## src/rtl/reset_seq_if.sv

```systemverilog
// Reset sequencer bus: clock-lock, button, request sources and cause clear in; staged resets and cause out.
// Latency: not applicable (signal bundle only); backpressure: none, all signals are level/pulse.
interface reset_seq_if #(
    parameter int NUM_SRC = 4
);
    logic                 clk_ok;
    logic                 btn_n;
    logic [NUM_SRC-1:0]   src_req;
    logic [NUM_SRC-1:0]   src_en;
    logic                 cause_clr;
    logic                 rst_per;
    logic                 rst_cpu;
    logic [NUM_SRC+2:0]   rst_cause;

    modport master (
        output clk_ok, btn_n, src_req, src_en, cause_clr,
        input  rst_per, rst_cpu, rst_cause
    );

    modport slave (
        input  clk_ok, btn_n, src_req, src_en, cause_clr,
        output rst_per, rst_cpu, rst_cause
    );
endinterface

```

## src/rtl/reset_seq.sv

```systemverilog
// reset_seq: holds peripheral/CPU resets for 2^HOLD_W cycles after the last trigger, then releases them STAGGER apart.
// Latency: resets assert on the trigger edge; no backpressure, requests are sampled every cycle.
module reset_seq #(
    parameter int NUM_SRC = 4,
    parameter int HOLD_W  = 24,
    parameter int STAGGER = 16,
    parameter int SYNC    = 2
) (
    input  logic        clk,
    input  logic        rst,
    reset_seq_if.slave  bus
);
    typedef enum logic [1:0] {HOLD, STAG, RUN} state_t;

    localparam logic [7:0]        STAG_LAST = (STAGGER > 0) ? 8'(STAGGER - 1) : 8'd0;
    localparam logic [HOLD_W-1:0] HOLD_ONE  = HOLD_W'(1);

    state_t              state;
    logic [HOLD_W-1:0]   hold_cnt;
    logic [7:0]          stag_cnt;
    logic                arm;
    logic                per_q;
    logic                cpu_q;
    logic [NUM_SRC+2:0]  cause_q;
    logic [SYNC-1:0]     btn_sync;
    logic                btn_prev;
    logic                btn_trig;
    logic [NUM_SRC+2:0]  cause_new;
    logic                trig;
    logic                clr_ok;

    always_ff @(posedge clk or posedge rst) begin
        if (rst) begin
            btn_sync <= '1;
            btn_prev <= 1'b1;
        end else begin
            btn_sync <= {btn_sync[SYNC-2:0], bus.btn_n};
            btn_prev <= btn_sync[SYNC-1];
        end
    end

    always_comb begin
        btn_trig  = btn_prev & ~btn_sync[SYNC-1];
        cause_new = {bus.src_req & bus.src_en, ~bus.clk_ok, btn_trig, 1'b0};
        trig      = |cause_new;
        clr_ok    = bus.cause_clr && (state == RUN);
    end

    // arm makes the first edge after power-on reset behave like a trigger edge
    always_ff @(posedge clk or posedge rst) begin
        if (rst) begin
            state    <= HOLD;
            hold_cnt <= '0;
            stag_cnt <= '0;
            arm      <= 1'b1;
            per_q    <= 1'b1;
            cpu_q    <= 1'b1;
            cause_q  <= {{(NUM_SRC+2){1'b0}}, 1'b1};
        end else begin
            if (trig)
                cause_q <= (clr_ok ? '0 : cause_q) | cause_new;
            else if (clr_ok)
                cause_q <= '0;

            if (trig) begin
                state    <= HOLD;
                hold_cnt <= '0;
                stag_cnt <= '0;
                arm      <= 1'b0;
                per_q    <= 1'b1;
                cpu_q    <= 1'b1;
            end else begin
                case (state)
                    HOLD: begin
                        if (arm) begin
                            arm <= 1'b0;
                        end else if (&hold_cnt) begin
                            per_q    <= 1'b0;
                            stag_cnt <= '0;
                            if (STAGGER == 0) begin
                                state <= RUN;
                                cpu_q <= 1'b0;
                            end else begin
                                state <= STAG;
                            end
                        end else begin
                            hold_cnt <= hold_cnt + HOLD_ONE;
                        end
                    end
                    STAG: begin
                        if (stag_cnt == STAG_LAST) begin
                            state <= RUN;
                            cpu_q <= 1'b0;
                        end else begin
                            stag_cnt <= stag_cnt + 8'd1;
                        end
                    end
                    RUN: begin
                        state <= RUN;
                    end
                    default: begin
                        state <= HOLD;
                        per_q <= 1'b1;
                        cpu_q <= 1'b1;
                    end
                endcase
            end
        end
    end

    assign bus.rst_per   = per_q;
    assign bus.rst_cpu   = cpu_q;
    assign bus.rst_cause = cause_q;
endmodule

```

## src/flat_wrapper.sv

```systemverilog
// flat-port wrapper written by rule: the top's interface ports become plain ports
module reset_seq_flat 
#(
    parameter int NUM_SRC = 4,
    parameter int HOLD_W  = 24,
    parameter int STAGGER = 16,
    parameter int SYNC    = 2
)
  (clk, rst, bus_clk_ok, bus_btn_n, bus_src_req, bus_src_en, bus_cause_clr, bus_rst_per, bus_rst_cpu, bus_rst_cause);
  reset_seq_if #(.NUM_SRC(NUM_SRC)) bus_i ();
  input  logic clk;
  input  logic rst;
  input wire logic [$bits(bus_i.clk_ok)-1:0] bus_clk_ok;
  input wire logic [$bits(bus_i.btn_n)-1:0] bus_btn_n;
  input wire logic [$bits(bus_i.src_req)-1:0] bus_src_req;
  input wire logic [$bits(bus_i.src_en)-1:0] bus_src_en;
  input wire logic [$bits(bus_i.cause_clr)-1:0] bus_cause_clr;
  output wire logic [$bits(bus_i.rst_per)-1:0] bus_rst_per;
  output wire logic [$bits(bus_i.rst_cpu)-1:0] bus_rst_cpu;
  output wire logic [$bits(bus_i.rst_cause)-1:0] bus_rst_cause;
  assign bus_i.clk_ok = bus_clk_ok;
  assign bus_i.btn_n = bus_btn_n;
  assign bus_i.src_req = bus_src_req;
  assign bus_i.src_en = bus_src_en;
  assign bus_i.cause_clr = bus_cause_clr;
  assign bus_rst_per = bus_i.rst_per;
  assign bus_rst_cpu = bus_i.rst_cpu;
  assign bus_rst_cause = bus_i.rst_cause;
  reset_seq #(.NUM_SRC(NUM_SRC), .HOLD_W(HOLD_W), .STAGGER(STAGGER), .SYNC(SYNC)) u_core (.clk(clk), .rst(rst), .bus(bus_i));
endmodule
```

## config.mk

```make
export PLATFORM = sky130hd
export DESIGN_NAME = reset_seq_flat
export DESIGN_NICKNAME = d
export VERILOG_FILES = /design/src/rtl/reset_seq_if.sv /design/src/rtl/reset_seq.sv /design/src/flat_wrapper.sv
export SDC_FILE = /design/constraint.sdc
export NUM_CORES = 1
export LEC_CHECK = 0
export ABC_CLOCK_PERIOD_IN_PS = 2400
export CAP_MARGIN = 0
export CORE_MARGIN = 2
export CORE_UTILIZATION = 40
export CTS_CLUSTER_DIAMETER = 50
export DETAILED_ROUTE_END_ITERATION = 8
export MAX_ROUTING_LAYER = met4
export PLACE_DENSITY = 0.66
export SYNTH_ARGS = -nofsm -noshare
export SYNTH_HDL_FRONTEND = slang
export SYNTH_SLANG_ARGS = --single-unit
```

## constraint.sdc

```tcl
create_clock -name clk -period 2.4 [get_ports clk]
set_clock_uncertainty 0.2 [all_clocks]
set_input_delay 0.48 -clock clk [delete_from_list [all_inputs] [get_ports clk]]
set_output_delay 0.48 -clock clk [all_outputs]
set_load 0.005 [all_outputs]
```

# Yosys cells after proc, flatten, opt, wreduce, memory -nomap -nowiden
# Index checks and enable logic that the tools add are counted.
# word_totals
register_bits,47
inputBits,13
# classes
eq_ne,11
mux,25
bitwise,5
n_addsub,2
n_reduce_logical,13
# ops
op,count
$mux 24,4
$mux 8,4
$add 24x1->24 const B,1
$reduce_and 24->1,1
$pmux 8 s2,1
$mux 7,2
$reduce_and 3->1,3
$add 8x1->8 const B,1
$eq 8x4->1 const B,1
$mux 2,4
$mux 1,7
$or 7x7->7,1
$ne 2x1->1 const B,3
$ne 3x1->1 const B,2
$pmux 2 s3,1
$reduce_or 6->1,1
$and 4x4->4,1
$pmux 1 s2,2
$reduce_and 4->1,1
$reduce_or 2->1,2
$ne 3x2->1 const B,1
$ne 3x3->1 const B,1
$reduce_bool 3->1,1
$eq 2x1->1 const B,1
8 further kinds,9

# Longest topological paths before layout
# depth
word_depth,5
depth_mapped,8

# Least setup slack after synthesis
# No wires, ideal clock.
# synth_path
path_type,reg-to-reg
start,reg u_core.state[0]
end,reg u_core.hold_cnt[13]
t_required_ns,2.122
arrival_time_ns,1.949
path_buffers,2
stages_incl_launch_ff,9
period_less_slack_ns,2.227
path_slack_ns,0.173
path_cell_list,dfrtp_1 inv_1 ha_1 buf_2 nor2b_1 nand4_1 clkbuf_1 or4_2 a21oi_1
# synth_between
elab_chain_len,3
# synth_rtl
item,line_no,rtl
from (decl),reset_seq.sv:18,state_t state;
from (signal assigned),reset_seq.sv:52,state <= HOLD;
from (signal assigned),reset_seq.sv:66,state <= HOLD;
from (signal assigned),reset_seq.sv:81,state <= RUN;
$logic_not 2->1,reset_seq.sv:73,case (state)
$reduce_bool 2->1 (no source line),-,
$reduce_and 3->1 (no source line),-,
to (signal assigned),reset_seq.sv:87,hold_cnt <= hold_cnt + HOLD_ONE;
to (decl),reset_seq.sv:19,logic [HOLD_W-1:0] hold_cnt;
# No other way between the ends.
# A chain may end at the register's enable or synchronous reset.

# Worst setup path in the final report
# layout_path
start,reg u_core.hold_cnt[4]
end,reg u_core.hold_cnt[11]
# layout_between
elab_chain_len,5
word_cells_on_any_way,8
# layout_rtl
item,line_no,rtl
$add 24x1->24,reset_seq.sv:87,
$mux 24,reset_seq.sv:77,end else if (&hold_cnt) begin
$mux 24,reset_seq.sv:75,if (arm) begin
$mux 24,reset_seq.sv:73,
$mux 24,reset_seq.sv:65,if (trig) begin
# Parallel ways exist; a longest one is shown, timed or not. The select of a mux whose other input is x is not followed.

==> impl_metrics.py <==
metrics = {
    "setup_path": {
        "path_class": "register to register",
        "crit_arrival_ns": 2.25,
        "cp_slowest_stage_delay_ns": 0.61,
        "worstPathMaxFanout": 11,
        "slowest_stage": "nor4_4",
        "end_kind": "register",
        "cp-start-kind": "register",
        "critPathRequiredTime_ns": 2.39,
        "cp_cell_sequence": "and4_4 -> nand4_4 -> nor4_4 -> buf_4 -> nor3b_1 -> mux2i_1",
    },
    "synth": {
        "synth_edf_count": 0,
        "synth_cells": 246,
        "synth_nets": 264,
        "synth_area_um2": 2500,
        "ys.flop_type": "dfrtp_1",
        "syn_area_per_cell_um2": 10.1,
        "async_flop_share_pct": 100,
        "seq_area_frac_synth_pct": 47.5,
        "ys_ff_latch": 47,
        "yosys_warnings": 0,
        "synth_cell_types": 47,
    },
    "floorplanning": {
        "boundaryPins": 22,
        "die_area_um2": 6890,
        "initial_core_util_pct": 41.7,
        "core_um2": 5990,
        "rows": 28,
        "fp.dieH_um": 83.0,
        "die_x_um": 83.0,
    },
    "sta": {
        "final-setup-viol-count": 0,
        "period_needed_ns": 2.26,
        "hold_viol": 0,
        "slew_violations": 0,
        "rsz0062_at_grt": "no",
        "setup_ws_ns": 0.142,
        "period_share_pct": 94.1,
        "timing.setup.tns_ns": 0,
        "relSlewSlack_pct": 59.3,
        "tightest_slew_ns": 0.606,
        "fmax_ghz": 0.443,
    },
    "flow_run": {
        "maxCapViolations": 0,
    },
    "cells_and_area": {
        "drive_gt1_share_pct": 17.8,
        "fillers": 539,
        "layout_common_cells": "dfrtp_1, nand2_1, clkdlybuf4s50_1, buf_4, a21oi_1",
        "multi_input_area_um2": 1240,
        "final_nets": 303,
        "final-seq-area_um2": 1180,
        "syn_to_final_growth_pct": 22.6,
        "final_common_cell": "dfrtp_1",
        "num_antenna_cells": 0,
    },
    "global_routing": {
        "grt_usage_pct": 17.2,
        "antenna_found_initial": 0,
        "overflow": 0,
        "grt_pass1_vias": 2001,
        "grt_start_max_net_pins": 24,
        "grt_pass1_wl_mm": 9.56,
    },
    "cts": {
        "postCtsSetupRepairBufs": 0,
        "cts-resized-gates": 0,
        "clock-sinks": 47,
        "clockRootBuffer": "clkbuf_8",
        "cts_max_level": 2,
        "clock_latency_ns": 0.31,
        "cts_made_buffers": 5,
        "clk_pin_slew_ns": 0.09,
        "postCtsHoldBufs": 0,
        "cts_tree": "built",
        "clockBufferDepth": 2,
    },
    "drt": {
        "drc_errors": 0,
        "firstDrtPassIters": 5,
        "drt_iter0_drc": 103,
        "via_per_inst": 5.83,
        "wirelength_mm": 5.56,
        "antenna_left": 0,
        "wl_per_cell_um": 15.4,
        "vias": 2105,
    },
    "placement": {
        "hpwlAfterDp_mm": 4.07,
        "post-place-ws_ns": 0.118,
        "port_buffers": 21,
        "routabilityCongestion": 0.782,
    },
    "power": {
        "power_density_nw_per_um2": 511,
        "p_leak_nw": 1.23,
        "peakVddDrop_mv": 0.271,
        "total_power_mw": 1.56,
    },
    "run_status": {
        "run_status": "complete, no violations",
    },
    "hold_path": {
        "min_path_type": "register to register",
    },
}
[critical path: cells and delay by family (launching register included)]
family                 cells  cell delay [ns]
DFF                        1             0.44
muxes                      1             0.11
buffers and inverters      1             0.25
and+or+nand+nor            4             1.14
[routing by layer]
| metal | track usage [%] | share of wire (%) | vias up |
|---|---|---|---|
| met2 | 26.0 | 47 | 38 |
| met5 | - | 0 | - |
| met3 | 3.08 | 3.1 | 7 |
| met1 | 24.1 | 49 | 1031 |
| li1 | - | - | 1029 |
| met4 | 4.02 | 0.76 | 0 |
[cells by family (layout without fill, tap and decap cells)]
logic type	count (synthesis)	count (layout)	share of synthesized area, %
AOI/OAI and AO/OA	74	74	19.2
muxes	1	1	0.401
and+or+nand+nor	100	100	26.0
buffers and inverters	16	56	3.41
DFF	47	47	47.5
xor gates and xnor gates	3	3	1.05
adders and majority gates	5	5	2.51
[metrics by stage]
step	cell area (µm²)	util (%)	instances	hold WS, ns
CTS	3050	50.9	361	0.164
floorplan	2500	-	246	0.145
global route	3060	51.1	361	0.168
finish	3060	51.1	361	0.163
global placement	2910	48.6	353	0.152
detailed placement	2910	48.6	353	0.147
[flip-flops by register name, indices dropped and copies added (netlist names)]
signal	flops
u_core.btn_sync	2
u_core.bus.rst_per	1
u_core.hold_cnt	24
u_core.state	2
u_core.bus.rst_cause	7
u_core.btn_prev	1
u_core.stag_cnt	8
u_core.arm	1
u_core.bus.rst_cpu	1
[path summary, 6_finish.rpt]
check	start	endpoint	slack, ns	depth (start not counted)
min in group asynchronous	rst	u_core.hold_cnt[21]	0.31	2
worst min-delay path	u_core.btn_sync[0]	u_core.btn_sync[1]	0.16	0
worst max-delay path	u_core.hold_cnt[4]	u_core.hold_cnt[11]	0.14	6
worst min register to register	u_core.btn_sync[0]	u_core.btn_sync[1]	0.16	0
max in group asynchronous	rst	u_core.hold_cnt[1]	1.14	3
worst max register to register	u_core.hold_cnt[4]	u_core.hold_cnt[11]	0.14	6
[report_power, final]
group / internal, mW / switching, mW
sequential: 0.797 / 0.00216
combinational: 0.0303 / 0.0380
clock: 0.415 / 0.280
[area by class of cell]
type / count / share of cell area [%]
clock buffer: 5 / 2.25
clock inverter: 3 / 2.21
tap: 75 / 3.07
inverter: 5 / 0.613
sequential: 47 / 38.7
multi-input combinational: 183 / 40.5
timing repair buffer: 43 / 12.7
[synth_stat cells, drive strengths merged, types with 3 or more instances]
master,n,share of area [%]
a22o,4,1.4
nand4,8,2.6
a21oi,20,4.2
inv,5,0.75
and4,6,2.3
clkbuf,6,0.90
or3,10,2.6
nor2,9,1.4
o211ai,7,2.1
o31ai,12,3.6
dfstp,7,7.4
o21ai,18,3.6
nand2,22,3.3
nor3b,3,0.90
o311ai,7,2.5
or4,14,4.3
ha,5,2.5
and3,3,0.75
buf,5,1.8
nand2b,5,1.3
nand3,9,1.8
dfrtp,40,40
(Power assumes the default switching activity.)
